**config.mk**
```make
export PLATFORM = sky130hd
export DESIGN_NAME = score_keeper_flat
export DESIGN_NICKNAME = d
export VERILOG_FILES = /design/src/rtl/score_keeper_if.sv /design/src/rtl/score_keeper.sv /design/src/flat_wrapper.sv
export SDC_FILE = /design/constraint.sdc
export NUM_CORES = 1
export LEC_CHECK = 0
export CORE_ASPECT_RATIO = 1.25
export CORE_UTILIZATION = 54
export DETAILED_ROUTE_END_ITERATION = 8
export GPL_TIMING_DRIVEN = 1
export PLACE_DENSITY = 0.72
export SYNTH_ARGS = -nofsm -noshare
export SYNTH_HDL_FRONTEND = slang
export SYNTH_SLANG_ARGS = --single-unit
```
**constraint.sdc**
```tcl
create_clock -name clk -period 2.8 [get_ports clk]
set_clock_uncertainty 0.15 [all_clocks]
set_input_delay 0.28 -clock clk [delete_from_list [all_inputs] [get_ports clk]]
set_output_delay 0.28 -clock clk [all_outputs]
set_load 0.1 [all_outputs]
```
**src/rtl/score_keeper_if.sv**
```systemverilog
// Score/night-mode bundle between the game core and the display/sound consumers.
// The master side (score_keeper) takes start/crash and drives score and night state.
interface score_keeper_if;
    logic        start;
    logic        crash;
    logic [13:0] game_score;
    logic        running;
    logic        game_over;
    logic        dark;
    logic        dark_start;
    logic        dark_end;
    logic        milestone;

    modport master (
        input  start, crash,
        output game_score, running, game_over, dark, dark_start, dark_end, milestone
    );

    modport slave (
        output start, crash,
        input  game_score, running, game_over, dark, dark_start, dark_end, milestone
    );
endinterface

```
**src/rtl/score_keeper.sv**
```systemverilog
// Game score counter with IDLE/RUN/OVER control, day/night level and event pulses.
// Every output is a flop; pulses are produced only on the cycle the score changes.
module score_keeper #(
    parameter int unsigned TICK_CYCLES = 2500000,
    parameter int unsigned SCORE_MAX   = 9999,
    parameter int unsigned DARK_PERIOD = 700,
    parameter int unsigned DARK_LEN    = 150,
    parameter int unsigned MILESTONE   = 100
) (
    input logic           clk,
    input logic           rst,
    score_keeper_if.master bus
);

    localparam int unsigned TW = (TICK_CYCLES > 1) ? $clog2(TICK_CYCLES) : 1;
    localparam int unsigned PW = (DARK_PERIOD > 1) ? $clog2(DARK_PERIOD) : 1;
    localparam int unsigned MW = (MILESTONE > 1) ? $clog2(MILESTONE) : 1;

    typedef enum logic [1:0] {StIdle, StRun, StOver} state_e;

    state_e        state_q, state_d;
    logic [TW-1:0] tick_q, tick_d;
    logic [13:0]   score_q, score_d;
    logic [13:0]   base_q, base_d;
    logic [PW-1:0] per_q, per_d;
    logic [MW-1:0] ms_q, ms_d;
    logic          dark_q, dark_d;
    logic          ds_q, ds_d;
    logic          de_q, de_d;
    logic          mil_q, mil_d;
    logic          run_q, run_d;
    logic          over_q, over_d;

    logic          tick_wrap, per_wrap, ms_wrap, do_inc;
    logic [14:0]   dark_end_score;

    assign tick_wrap      = (tick_q == TW'(TICK_CYCLES - 1));
    assign per_wrap       = (per_q == PW'(DARK_PERIOD - 1));
    assign ms_wrap        = (ms_q == MW'(MILESTONE - 1));
    // One extra bit so base+DARK_LEN beyond the score range simply never matches.
    assign dark_end_score = {1'b0, base_q} + 15'(DARK_LEN);

    always_comb begin
        state_d = state_q;
        tick_d  = tick_q;
        score_d = score_q;
        base_d  = base_q;
        per_d   = per_q;
        ms_d    = ms_q;
        dark_d  = dark_q;
        ds_d    = 1'b0;
        de_d    = 1'b0;
        mil_d   = 1'b0;
        do_inc  = 1'b0;

        unique case (state_q)
            StIdle, StOver: begin
                if (bus.start) begin
                    state_d = StRun;
                    tick_d  = '0;
                    score_d = '0;
                    base_d  = '0;
                    per_d   = '0;
                    ms_d    = '0;
                    dark_d  = 1'b0;
                end
            end
            StRun: begin
                if (bus.crash) begin
                    state_d = StOver;
                end else begin
                    tick_d = tick_wrap ? '0 : tick_q + TW'(1);
                    do_inc = tick_wrap && (score_q != 14'(SCORE_MAX));
                end
            end
            default: state_d = StIdle;
        endcase

        // Sub-counters track the score modulo each period, so a wrap marks a new multiple.
        if (do_inc) begin
            score_d = score_q + 14'd1;
            per_d   = per_wrap ? '0 : per_q + PW'(1);
            ms_d    = ms_wrap ? '0 : ms_q + MW'(1);
            mil_d   = ms_wrap;
            if (dark_q) begin
                if ({1'b0, score_d} == dark_end_score) begin
                    dark_d = 1'b0;
                    de_d   = 1'b1;
                end
            end else if (per_wrap) begin
                dark_d = 1'b1;
                ds_d   = 1'b1;
                base_d = score_d;
            end
        end

        run_d  = (state_d == StRun);
        over_d = (state_d == StOver);
    end

    always_ff @(posedge clk or posedge rst) begin
        if (rst) begin
            state_q <= StIdle;
            tick_q  <= '0;
            score_q <= '0;
            base_q  <= '0;
            per_q   <= '0;
            ms_q    <= '0;
            dark_q  <= 1'b0;
            ds_q    <= 1'b0;
            de_q    <= 1'b0;
            mil_q   <= 1'b0;
            run_q   <= 1'b0;
            over_q  <= 1'b0;
        end else begin
            state_q <= state_d;
            tick_q  <= tick_d;
            score_q <= score_d;
            base_q  <= base_d;
            per_q   <= per_d;
            ms_q    <= ms_d;
            dark_q  <= dark_d;
            ds_q    <= ds_d;
            de_q    <= de_d;
            mil_q   <= mil_d;
            run_q   <= run_d;
            over_q  <= over_d;
        end
    end

    assign bus.game_score = score_q;
    assign bus.running    = run_q;
    assign bus.game_over  = over_q;
    assign bus.dark       = dark_q;
    assign bus.dark_start = ds_q;
    assign bus.dark_end   = de_q;
    assign bus.milestone  = mil_q;

endmodule

```
**src/flat_wrapper.sv**
```systemverilog
// flat-port wrapper written by rule: the top's interface ports become plain ports
module score_keeper_flat 
#(
    parameter int unsigned TICK_CYCLES = 2500000,
    parameter int unsigned SCORE_MAX   = 9999,
    parameter int unsigned DARK_PERIOD = 700,
    parameter int unsigned DARK_LEN    = 150,
    parameter int unsigned MILESTONE   = 100
)
  (clk, rst, bus_start, bus_crash, bus_game_score, bus_running, bus_game_over, bus_dark, bus_dark_start, bus_dark_end, bus_milestone);
  score_keeper_if bus_i ();
  input logic clk;
  input logic rst;
  input wire logic [$bits(bus_i.start)-1:0] bus_start;
  input wire logic [$bits(bus_i.crash)-1:0] bus_crash;
  output wire logic [$bits(bus_i.game_score)-1:0] bus_game_score;
  output wire logic [$bits(bus_i.running)-1:0] bus_running;
  output wire logic [$bits(bus_i.game_over)-1:0] bus_game_over;
  output wire logic [$bits(bus_i.dark)-1:0] bus_dark;
  output wire logic [$bits(bus_i.dark_start)-1:0] bus_dark_start;
  output wire logic [$bits(bus_i.dark_end)-1:0] bus_dark_end;
  output wire logic [$bits(bus_i.milestone)-1:0] bus_milestone;
  assign bus_i.start = bus_start;
  assign bus_i.crash = bus_crash;
  assign bus_game_score = bus_i.game_score;
  assign bus_running = bus_i.running;
  assign bus_game_over = bus_i.game_over;
  assign bus_dark = bus_i.dark;
  assign bus_dark_start = bus_i.dark_start;
  assign bus_dark_end = bus_i.dark_end;
  assign bus_milestone = bus_i.milestone;
  score_keeper #(.TICK_CYCLES(TICK_CYCLES), .SCORE_MAX(SCORE_MAX), .DARK_PERIOD(DARK_PERIOD), .DARK_LEN(DARK_LEN), .MILESTONE(MILESTONE)) u_core (.clk(clk), .rst(rst), .bus(bus_i));
endmodule
```
==> run summary <==
The flow ran to the end, and the final reports show no timing, DRC or antenna violations. The final critical path time including I/O delays and setup is 2.63 ns. The area added between synthesis and finish is 18.6%.

The reported leakage power came out at 0.00209 uW. In this run the worst hold path is classified as input pin to asynchronous set/reset pin. In the routed layout, each cell is associated on average with a via count of 5.86.

The count of flip-flops with a built-in enable after synthesis is 0. The critical path goes through nor4bb_1, nand4_1, or4_1, or3_1, buf_12, a31o_1. Counting both buffers and inverters, the worst setup path holds a total of 1. The maximum fanout along the worst path came out at 28. The final global-route overflow total is 0. The initial detailed-routing violation count is 178.

Broken down by cell family, the worst path's largest delay share belongs to simple AND/OR/NAND/NOR gates. Measured on the finished design, the core utilization comes to 0.663. The actual slew at the worst max-slew pin is 0.609 ns. The number of nets still failing antenna checks after routing came out at 0.

The number of placed cells counting well taps is 579. The number of I/O port buffers came out at 23. The die span in y came out at 99.6 um.

TritonCTS built the clock tree. The total power of the final layout is 2200 uW. The number of global-route vias before repair came out at 3,405. The startpoint-to-endpoint class of the critical path is flop to flop. The number of antenna violations at the first check in global routing came to 0. The initial utilization of the core area, before any placement, comes to 0.559. The cell at the root of the clock tree is clkbuf_8. The final-report setup violation count is 0. The number of hold buffers added after cts is 0. The detail-routed net length per standard cell is 15.3 um. The DRC violations left is 0.

The final-layout setup total negative slack is 0 ns. The number of search-and-repair iterations in the first detailed-routing pass is 4. The worst pin sits at a relative slew slack of 0.590.

The number of top-level pins is 24. For this run, the leading register cell type out of synthesis is dfrtp_1. The global-route wire length before repair is 15,400 um. Max-cap violations in this run came to 0. Counting along the longest clock path gives a buffer depth of 2.

The number of core rows came out at 35. The mean cell area of the mapped netlist is 9.24 sq um. After synthesis the netlist holds a flip-flop and latch count of 75. The total via count in the routed design came out at 3,489. The worst-case vdd ir drop came out at 0.313 mV. The sum of routed wire length over all layers came out at 9100 um. The total power per unit cell area came out at 450 nW/um^2. The overall fraction of global-route tracks in use is 0.251. Clock tree synthesis found a total of 75 sinks.

The share of the Yosys chip area taken by registers is 0.456. The portion of the clock cycle consumed by the worst path in the final layout is 0.940. In the final design database the tool counted 508 nets.

In the synthesized netlist the async set-or-reset flop fraction comes to 1.00. The warning count from the yosys run came out at 0. The sort of element at the start of the critical path is a flop. 0 antenna diodes ended up in the layout. The horizontal die dimension is 80.0 um. The placeable core area came out at 7360 sq um. The net count after synthesis is 454. The largest stage delay on the critical path is 0.59 ns.

The insertion delay of the later-clocked pin in the worst-skew pair is 0.35 ns. The worst setup path is captured at a flop. The H-tree level count came out at 3.

Entering global routing, the biggest net connects 76 pins. On the critical path, the stage with the largest delay is an instance of or4_1. The ratio of cells with drive above 1 in the final layout came out at 0.179. The number of max-slew violations in the final report came out at 0.

The post-synthesis cell type count came out at 44. The placer's final routability congestion estimate is 0.876. For this run, the number of standard cells in the final layout without fillers is 595. The total half-perimeter wirelength after legalization and detailed placement is 6520 um. The number of cells produced by synthesis is 445. Setup repair after global routing left no endpoint under its margin. For this run, the top clock speed supported by timing is 0.380 GHz. The final count of hold timing violations is 0. The synthesized netlist occupies a cell area of 4110 sq um. Clock-pin slew was measured on the worst setup and hold paths at 0.08 ns.

The required time at the endpoint of the critical path is 2.90 ns. The total CTS buffers came out at 9. The data arrival time at the worst-slack endpoint is 2.73 ns. The full die area came out at 7970 sq um.
## cell families (layout without fill, tap and decap cells)
kind of cell               after synthesis  after routing  synth area share
and+or+nand+nor                        192            192             0.240
AOI/OAI and AO/OA                       92             92             0.138
DFF                                     75             75             0.456
xor gates and xnor gates                55             55             0.121
buffers and inverters                   26             84            0.0304
adders and majority gates                5              5            0.0152
## final cells by class
cell class,count,area (sq um)
flip-flops and latches,75,1890
inverters,9,33.8
multi-input cells,344,2140
clock inverters,4,51.3
fillers,579,2480
repair buffers,60,499
well taps,92,115
clock buffers,11,141
## per-stage QoR
step	hold slack [ns]	cell area, sq um	setup slack [ns]
global route	0.220	4880	0.00796
CTS	0.194	4860	0.0829
finish	0.165	4880	0.168
floorplan	0.270	4160	0.00495
global placement	0.336	4660	0.0700
detailed placement	0.364	4660	0.00553
## tightest hold or removal path, cell delays in order
cell and delay [ns]:
clkdlybuf4s50_1 0.41, inv_2 0.07, buf_12 0.33
## worst paths after layout
kind                       cells past startpoint  slack [ns]                     startpoint                                    end
setup / recovery                               6        0.17  u_core.tick_q[12]$_DFFE_PP0P_             u_core.base_q[4]$_DFF_PP0_
hold / removal                                 3        0.17                            rst             u_core.ms_q[2]$_DFFE_PP0P_
setup reg to reg                               6        0.17  u_core.tick_q[12]$_DFFE_PP0P_             u_core.base_q[4]$_DFF_PP0_
hold reg to reg                                1        0.37    u_core.per_q[0]$_DFFE_PP0P_            u_core.per_q[0]$_DFFE_PP0P_
max in group asynchronous                      3        1.98                            rst  u_core.bus.game_score[12]$_DFFE_PP0P_
min in group clk                               1        0.37    u_core.per_q[0]$_DFFE_PP0P_            u_core.per_q[0]$_DFFE_PP0P_
## layer usage
layer	wire length [um]	vias up	track usage
li1	-	1685	-
met1	3820	1703	0.300
met2	4580	75	0.423
met3	388	26	0.0523
met4	311	0	0.128
met5	0	-	0
## layout by cell type (no fill, tap or decap), drive strengths merged, types with 2 or more instances in the layout
| master | synthesis | layout |
|---|---|---|
| inv | 9 | 9 |
| nor4 | 6 | 6 |
| nand4 | 9 | 9 |
| xor2 | 21 | 21 |
| nor4bb | 2 | 2 |
| nand2 | 32 | 32 |
| ha | 5 | 5 |
| o31ai | 6 | 6 |
| nor4b | 3 | 3 |
| a22o | 4 | 4 |
| nor3 | 6 | 6 |
| and4 | 2 | 2 |
| clkdlybuf4s50 | 0 | 3 |
| or4 | 3 | 3 |
| dfrtp | 75 | 75 |
| xnor2 | 33 | 33 |
| clkbuf | 6 | 11 |
| nand2b | 13 | 13 |
| a21oi | 9 | 9 |
| o21ai | 51 | 51 |
| nand3 | 33 | 33 |
| and3 | 13 | 13 |
| buf | 11 | 57 |
| or3 | 4 | 4 |
| clkinv | 0 | 2 |
| nor2 | 50 | 50 |
| a31o | 12 | 12 |
| or4b | 2 | 2 |
| nor2b | 7 | 7 |
| a211oi | 5 | 5 |
| and2 | 3 | 3 |
## report_power, final
group / internal, uW / leakage, uW / switching (uW)
Sequential: 1110 / 0.00102 / 23.0
Combinational: 72.1 / 0.000971 / 165
Clock: 431 / 0.0000954 / 399
## flip-flops by register name, summed over array words and instances, names as in the netlist
signal	flops
u_core.tick_q	22
u_core.base_q	14
u_core.bus.game_score	14
u_core.per_q	10
u_core.ms_q	7
u_core.state_q	2
u_core.bus.dark	1
u_core.bus.dark_end	1
u_core.bus.dark_start	1
u_core.bus.game_over	1
u_core.bus.milestone	1
u_core.bus.running	1
## synthesized netlist by cell type, types with 3 or more instances
cell type	n	area, sq um
xnor2_1	33	289
xor2_1	21	184
inv_1	9	33.8
a211oi_1	5	37.5
a31o_1	12	105
nor2b_1	7	43.8
or4_1	3	22.5
and3_1	13	81.3
nor4_1	6	37.5
dfrtp_1	75	1880
o31ai_1	6	45.0
nor2_1	50	188
nand3_1	33	165
nor3_1	6	30.0
a21oi_1	9	45.0
o21ai_0	50	250
nand4_1	9	56.3
nand2_1	32	120
clkbuf_1	6	22.5
nand2b_1	13	81.3
a22o_1	4	35.0
buf_2	7	35.0
nor4b_1	3	26.3
ha_1	5	62.6
or3_1	4	25.0
## repair_timing
item | 4_1_cts | 5_1_grt
hold endpoints to repair | 0 | 0
resized for setup | 1 | 3
setup buffers | 0 | 1
endpoints found under the setup margin | 1 | 13
pin swaps | 0 | 1
Note: power is estimated with default switching activity, not from simulation.
